### src/rtl/apb4_ram_completer.sv
// apb4_ram_completer: APB4 completer in front of a word-addressed on-chip RAM.
// It supports byte-lane writes through PSTRB and a fixed number of wait states
// per access. It flags misaligned addresses, out-of-range addresses and reads
// with non-zero strobes, and counts error-terminated transfers in a
// saturating 8-bit counter.
module apb4_ram_completer #(
    parameter int ADDR_WIDTH  = 32,
    parameter int DATA_WIDTH  = 32,
    parameter int DEPTH       = 64,
    parameter int WAIT_STATES = 0
) (
    input  logic                    PCLK,
    input  logic                    PRESET,
    input  logic [ADDR_WIDTH-1:0]   PADDR,
    input  logic                    PSEL,
    input  logic                    PENABLE,
    input  logic                    PWRITE,
    input  logic [DATA_WIDTH-1:0]   PWDATA,
    input  logic [DATA_WIDTH/8-1:0] PSTRB,
    output logic [DATA_WIDTH-1:0]   PRDATA,
    output logic                    PREADY,
    output logic                    PSLVERR,
    output logic [7:0]              err_count
);

    localparam int NBYTES = DATA_WIDTH / 8;
    localparam int LSB    = $clog2(NBYTES);
    localparam int IDX_W  = ADDR_WIDTH - LSB;
    localparam int RAM_AW = (DEPTH > 1) ? $clog2(DEPTH) : 1;
    localparam logic [3:0] WS = 4'(WAIT_STATES);

    typedef enum logic {
        IDLE   = 1'b0,
        ACCESS = 1'b1
    } state_t;

    state_t                  state_q;
    logic [3:0]              cnt_q;
    logic [RAM_AW-1:0]       ram_idx_q;
    logic                    write_q;
    logic [DATA_WIDTH-1:0]   wdata_q;
    logic [NBYTES-1:0]       strb_q;
    logic                    err_q;
    logic [7:0]              err_count_q;

    logic [DATA_WIDTH-1:0]   mem_q [DEPTH];

    logic [IDX_W-1:0]        idx_d;
    logic                    misaligned_d;
    logic                    out_of_range_d;
    logic                    err_d;
    logic                    setup_phase;
    logic                    complete;

    // Decode the word index from the byte address.
    assign idx_d = PADDR[ADDR_WIDTH-1:LSB];

    // Byte-wide RAM has no sub-word offset, so it can never be misaligned.
    generate
        if (LSB > 0) begin : g_align
            assign misaligned_d = |PADDR[LSB-1:0];
        end else begin : g_no_align
            assign misaligned_d = 1'b0;
        end
    endgenerate

    // The extra top bit keeps the compare correct when DEPTH fills the whole index space.
    assign out_of_range_d = {1'b0, idx_d} >= (IDX_W + 1)'(DEPTH);
    assign err_d          = misaligned_d | out_of_range_d | (!PWRITE && (|PSTRB));

    // A setup phase is accepted in any state, which also covers a restart during ACCESS.
    assign setup_phase = PSEL && !PENABLE;
    assign complete    = (state_q == ACCESS) && PSEL && PENABLE && (cnt_q == 4'd0);

    // Transfer sequencing: capture on setup, count wait states, finish on completion.
    // NOTE: every register in a clocked block uses <= so all of them update together
    // from the pre-edge values; a blocking = here would leak new values into later lines.
    always_ff @(posedge PCLK or posedge PRESET) begin
        if (PRESET) begin
            state_q     <= IDLE;
            cnt_q       <= 4'd0;
            ram_idx_q   <= '0;
            write_q     <= 1'b0;
            wdata_q     <= '0;
            strb_q      <= '0;
            err_q       <= 1'b0;
            err_count_q <= 8'd0;
        end else if (setup_phase) begin
            state_q   <= ACCESS;
            cnt_q     <= WS;
            ram_idx_q <= idx_d[RAM_AW-1:0];
            write_q   <= PWRITE;
            wdata_q   <= PWDATA;
            strb_q    <= PSTRB;
            err_q     <= err_d;
        end else if (state_q == ACCESS) begin
            if (!PSEL) begin
                state_q <= IDLE;
            end else if (cnt_q != 4'd0) begin
                cnt_q <= cnt_q - 4'd1;
            end else begin
                state_q <= IDLE;
                if (err_q && (err_count_q != 8'hFF)) begin
                    err_count_q <= err_count_q + 8'd1;
                end
            end
        end
    end

    // Storage array: cleared on reset, byte-lane writes on an error-free write completion.
    // NOTE: this memory has a reset because a cleared RAM is part of its defined reset
    // state. It forces a register array rather than a RAM macro, which is fine at this size.
    always_ff @(posedge PCLK or posedge PRESET) begin
        if (PRESET) begin
            for (int i = 0; i < DEPTH; i++) begin
                mem_q[i] <= '0;
            end
        end else if (complete && write_q && !err_q) begin
            for (int b = 0; b < NBYTES; b++) begin
                if (strb_q[b]) begin
                    mem_q[ram_idx_q][8*b +: 8] <= wdata_q[8*b +: 8];
                end
            end
        end
    end

    // Response outputs: they are non-zero only in the PREADY cycle, and read data only for a clean read.
    // NOTE: each output gets its default first, so no path can leave a value held and infer a latch.
    always_comb begin
        PREADY  = 1'b0;
        PSLVERR = 1'b0;
        PRDATA  = '0;
        if ((state_q == ACCESS) && (cnt_q == 4'd0)) begin
            PREADY  = 1'b1;
            PSLVERR = err_q;
            if (!write_q && !err_q) begin
                PRDATA = mem_q[ram_idx_q];
            end
        end
    end

    assign err_count = err_count_q;

endmodule

### config.mk
export PLATFORM = sky130hd
export DESIGN_NAME = apb4_ram_completer
export DESIGN_NICKNAME = d
export VERILOG_FILES = /design/src/rtl/apb4_ram_completer.sv
export SDC_FILE = /design/constraint.sdc
export NUM_CORES = 2
export LEC_CHECK = 0
export BUFFER_PORTS_ARGS = -buffer_cell sky130_fd_sc_hd__buf_2
export CAP_MARGIN = 10
export CORE_MARGIN = 3
export CORE_UTILIZATION = 57
export DETAILED_ROUTE_END_ITERATION = 10
export GPL_TIMING_DRIVEN = 0
export PLACE_DENSITY = 0.73
export SYNTH_ARGS = -nofsm -noshare
export SYNTH_HDL_FRONTEND = slang
export SYNTH_SLANG_ARGS = --single-unit
### constraint.sdc
create_clock -name PCLK -period 207.6 [get_ports PCLK]
set_clock_uncertainty 0.1 [all_clocks]
set_input_delay 20.76 -clock PCLK [delete_from_list [all_inputs] [get_ports PCLK]]
set_output_delay 20.76 -clock PCLK [all_outputs]
set_load 0.01 [all_outputs]
# --- Yosys cells after proc, flatten, opt, wreduce, memory -nomap -nowiden ---
# Cells that the tools add are included.
totals:
  register_bits: 2105
  input_bits: 73
  wordCells: 141
classes:
  n_addsub: 2
  n_lt_le_gt_ge: 3
  eq_ne: 1
  mux: 34
  n_bitwise: 5
  n_reduce_logical: 24
op_table:
  columns: ["cell", "n"]
  rows:
  - ["2-to-1 mux 2048 bit", 7]
  - ["bitwise mux 2048 bit", 4]
  - ["demux 32 bit (select 6 bit)", 4]
  - ["binary-select mux 32 bit (select 6 bit)", 1]
  - ["2-to-1 mux 32 bit", 5]
  - ["greater-or-equal comparator 30 x 7 -> 1 bit (second input constant)", 1]
  - ["2-to-1 mux 24 bit", 1]
  - ["2-to-1 mux 16 bit", 1]
  - ["2-to-1 mux 4 bit", 4]
  - ["logical AND 1 bit", 11]
  - ["adder 8 x 1 -> 8 bit (second input constant)", 1]
  - ["2-to-1 mux 8 bit", 1]
  - ["inequality test 8 bit (second input constant)", 1]
  - ["greater-or-equal comparator 7 bit (second input constant)", 1]
  - ["< comparator 7 x 1 -> 1 bit (second input constant)", 1]
  - ["NOT 6 -> 7 bit", 1]
  - ["2-to-1 mux 1 bit", 6]
  - ["nonzero test 2 bit", 3]
  - ["AND reduction 5 bit", 1]
  - ["zero test 1 bit", 4]
  - ["zero test 4 bit", 1]
  - ["nonzero test 4 bit", 1]
  - ["OR reduction 4 bit", 1]
  - ["subtractor 4 x 1 -> 4 bit (second input constant)", 1]
  - ["4 further kinds", 6]

# --- Depth between registers and ports, before layout ---
depth:
  depth_word: 16
  ltp_mapped: 10

# --- Worst setup path after synthesis ---
# No wires, ideal clock.
synth_path:
  kind: "reg2out"
  startpoint: "reg ram_idx_q[0]"
  endpoint: "out PRDATA[11]"
  t_arrival_ns: 2.109
  t_required_ns: 186.740
  slack_ns: 184.631
  stages_incl_launch_ff: 11
  n_path_buf: 5
  cell_sequence: "dfrtp_1 > buf_2 > buf_2 > and3b_1 > clkbuf_1 > clkbuf_1 > clkbuf_1 > a22oi_1 > a31oi_1 > a211oi_1 > a21oi_1"
synth_between:
  elab_chain_len: 6
synth_rtl:
  columns: ["item", "line", "rtl"]
  rows:
  - ["from (decl)", "39", "logic [RAM_AW-1:0] ram_idx_q;"]
  - ["from (signal assigned)", "91", "ram_idx_q <= idx_d[RAM_AW-1:0];"]
  - ["NOT 6 -> 7 bit (implied by the code)", "137", "PRDATA = mem_q[ram_idx_q];"]
  - ["binary-select mux 32 bit (select 6 bit)", "137", null]
  - ["2-to-1 mux 32 bit (implied by the code) (2 in series)", "137", null]
  - ["2-to-1 mux 32 bit", "136", "if (!write_q && !err_q) begin"]
  - ["2-to-1 mux 32 bit", "133", "if ((state_q == ACCESS) && (cnt_q == 4'd0)) begin"]
  - ["to (decl)", "20", "output logic [DATA_WIDTH-1:0] PRDATA,"]
# No other way between the ends. The select of a mux whose other input is x is not followed.

# --- Worst setup path after layout ---
layout_path:
  startpoint: "reg ram_idx_q[2]"
  endpoint: "out PRDATA[13]"
# Same word-level chain as after synthesis.

==> impl_metrics.env <==
export IMPL_maxCapViolCount=2
export IMPL_cts_max_level=4
export IMPL_ir_drop_uv=9.70
export IMPL_die_area_sq_um=180000
export IMPL_p_clk_share_pct=43.3
export IMPL_first_iter_violations=6946
export IMPL_gp_congestion=1.10
export IMPL_power_density_nw_per_um2=8.49
export IMPL_worst_pin_slew_ns=1.51
export IMPL_hold_ws_ns=0.382
export IMPL_fill_cells=12600
export IMPL_grt_max_degree=136
export IMPL_clock_fmax_mhz=35.5
export IMPL_final_cell_mix="dfrtp_1, mux2_2, clkbuf_1"
export IMPL_yosysSeqAreaShare_pct=52.8
export IMPL_finalHoldViolations=0
export IMPL_grt_usage_pct=39.2
export IMPL_synth_top_area_share_pct=52.8
export IMPL_violations="max-capacitance violations, max-slew violations"
export IMPL_yosysTopAreaCell="dfrtp_1"
export IMPL_dr_pass1_iters=6
export IMPL_synth_area_per_cell_sq_um=15.5
export IMPL_nets=6901
export IMPL_numCtsBuffers=215
export IMPL_hpwlAfterDp_um=258000
export IMPL_overflow=0
export IMPL_die_w_um=424
export IMPL_report_final_slew_viol_count=2
export IMPL_clk_pin_slew_ns=0.06
export IMPL_insertion_delay_ns=0.88
export IMPL_p_int_w=0.000678
export IMPL_worstPathMaxFanout=10
export IMPL_grt_pass1_wl_um=492000
export IMPL_drc=0
export IMPL_switchingPower_w=0.000272
export IMPL_grt_pass1_vias=63100
export IMPL_async_flop_share_pct=100
export IMPL_ios=115
export IMPL_syn_num_nets=6503
export IMPL_portBuffers=114
export IMPL_holdCritPathClass="reg2reg"
export IMPL_wl_per_cell_um=37.5
export IMPL_rsz0062_at_grt="no"
export IMPL_synth_area_top_cells="dfrtp_1, mux2_2, mux4_2, nor2_8, mux2i_1"
export IMPL_synth_distinct_cells=63
export IMPL_ctsHoldBuffers=0
export IMPL_fin_crit_sh_pct=13.6
export IMPL_dieHeight_um=424
export IMPL_setup_viol=0
export IMPL_num_vias=62600
export IMPL_power_share_combinational_pct=13.2
export IMPL_post_cts_buffers=0
export IMPL_final_common_cell="dfrtp_1"
export IMPL_critical_path_arrival_ns=7.28
export IMPL_status="finished, violations left"
export IMPL_yosys_warnings=0
export IMPL_setup_tns_ns=0
export IMPL_end_kind="output port"
export IMPL_worst_setup_path_type="reg2out"
export IMPL_p_leak_nw=58.1
export IMPL_drive_above_1_share_pct=47.8
export IMPL_core_sq_um=173000
export IMPL_netlist_instances=6428
export IMPL_vias_per_cell=6.70
export IMPL_swShare_pct=28.6
export IMPL_period_needed_ns=28.14
export IMPL_cts_tree="yes"
export IMPL_slew_headroom_pct=-0.609
export IMPL_clock_sinks=2105
export IMPL_start_util_pct=57.8
export IMPL_synth_edff_count=0
export IMPL_area_delta_synth_final_pct=12.2
export IMPL_synth_ff_type="dfrtp_1"
export IMPL_finalPower_w=0.000950
export IMPL_yosys_register_bits=2105
export IMPL_antenna_found_initial=37
export IMPL_clock_path_buffers=3
export IMPL_multiInputGateArea_sq_um=44700
export IMPL_syn_cell_area_sq_um=99800
export IMPL_root_buffer="clkbuf_16"
export IMPL_routed_wl_um=350000
export IMPL_row_count=152
export IMPL_regArea_sq_um=52700
export IMPL_start_kind="flip-flop"
export IMPL_cts_resized=0
export IMPL_cp_data_required_time_ns=186.74
export IMPL_p_seq_share_pct=43.5
export IMPL_drtAntennaViolNets=0
## sequential cells by signal, indices dropped and copies added, names as in the netlist
register   cells
write_q        1
err_q          1
ram_idx_q      6
mem_q       2048
state_q        1
strb_q         4
wdata_q       32
err_count      8
cnt_q          4
## final timing paths
check	start	slack, ns	depth (start not counted)	to
worst max-delay path	ram_idx_q[2]	179.46	10	PRDATA[13]
worst min-delay path	err_count[4]	0.38	1	err_count[4]
worst max register to register	ram_idx_q[0]	203.39	8	mem_q[1287]
worst min register to register	err_count[4]	0.38	1	err_count[4]
max in group asynchronous	PRESET	184.14	7	mem_q[321]
min in group asynchronous	PRESET	19.91	2	wdata_q[9]
## power by group through the flow
stage               logic [W]  registers [W]  clock network (W)
floorplan           0.0000565       0.000423                  0
global placement     0.000116       0.000424                  0
detailed placement   0.000121       0.000421                  0
CTS                  0.000121       0.000414           0.000413
global route         0.000127       0.000414           0.000431
finish               0.000125       0.000414           0.000411
## metrics by stage
step                area (sq um)  utilization (%)  worst slack, ns  cells
floorplan                  99800                -           127.27   6428
global placement          103000             59.8           106.91   8852
detailed placement        104000             60.4           180.90   8910
CTS                       112000             64.7           179.92   9308
global route              112000             64.8           179.76   9317
finish                    112000             64.8           179.46   9338
## critical path, stage by stage, from the launching register on
cell	delay (ns)
dfrtp_1	0.35
buf_2	0.25
buf_2	0.31
inv_2	0.19
clkbuf_1	1.09
buf_1	0.94
mux2i_1	0.67
o22ai_1	0.67
nor3_1	1.18
a21oi_1	0.44
buf_2	0.26
## layer usage
metal / vias up / GRT usage (%) / share of wire, % / routed length (um)
li1: 25000 / - / - / -
met5: - / 0 / 0.10 / 352
met2: 3012 / 55.9 / 43 / 150000
met4: 10 / 24.3 / 7.6 / 26600
met3: 794 / 12.1 / 9.8 / 34400
met1: 33800 / 52.4 / 40 / 139000
## logic make-up after synthesis
| group | synth area share, % |
|---|---|
| XOR/XNOR | 0.0878 |
| buffers and inverters | 2.40 |
| adder cells (fa/ha/maj) | 0.0251 |
| AND/OR/NAND/NOR | 7.04 |
| multiplexers | 33.8 |
| AO/OA/AOI/OAI | 3.88 |
| flip-flops | 52.8 |
## final cells by class
class / count / share of cell area (%)
diodes: 21 / 0.0469
plain buffers: 508 / 2.15
clock buffers: 320 / 5.70
clock inverters: 78 / 1.00
inverters: 7 / 0.0302
multi-input cells: 3808 / 39.9
flip-flops and latches: 2105 / 47.0
well taps: 2310 / 2.58
repair buffers: 181 / 1.53
## cell usage after synthesis (6+ instances only)
cell	instances
o22ai_1	65
a221oi_1	74
o22a_1	31
mux2i_1	199
buf_12	24
a2111oi_0	33
inv_1	6
mux2_2	1997
nand2_1	139
a31oi_1	33
mux2_4	96
a22oi_1	128
a311oi_1	29
a21oi_1	59
nor4_1	9
nor4b_1	29
and4_1	30
nor2_8	240
nor2_2	16
nor2b_1	12
a211oi_1	29
buf_1	64
o21ai_0	37
nor2_1	45
and4b_1	28
buf_2	51
nor3_1	31
nand3_1	6
clkbuf_1	367
mux4_2	342
dfrtp_1	2105
(Power assumes the default switching activity.)
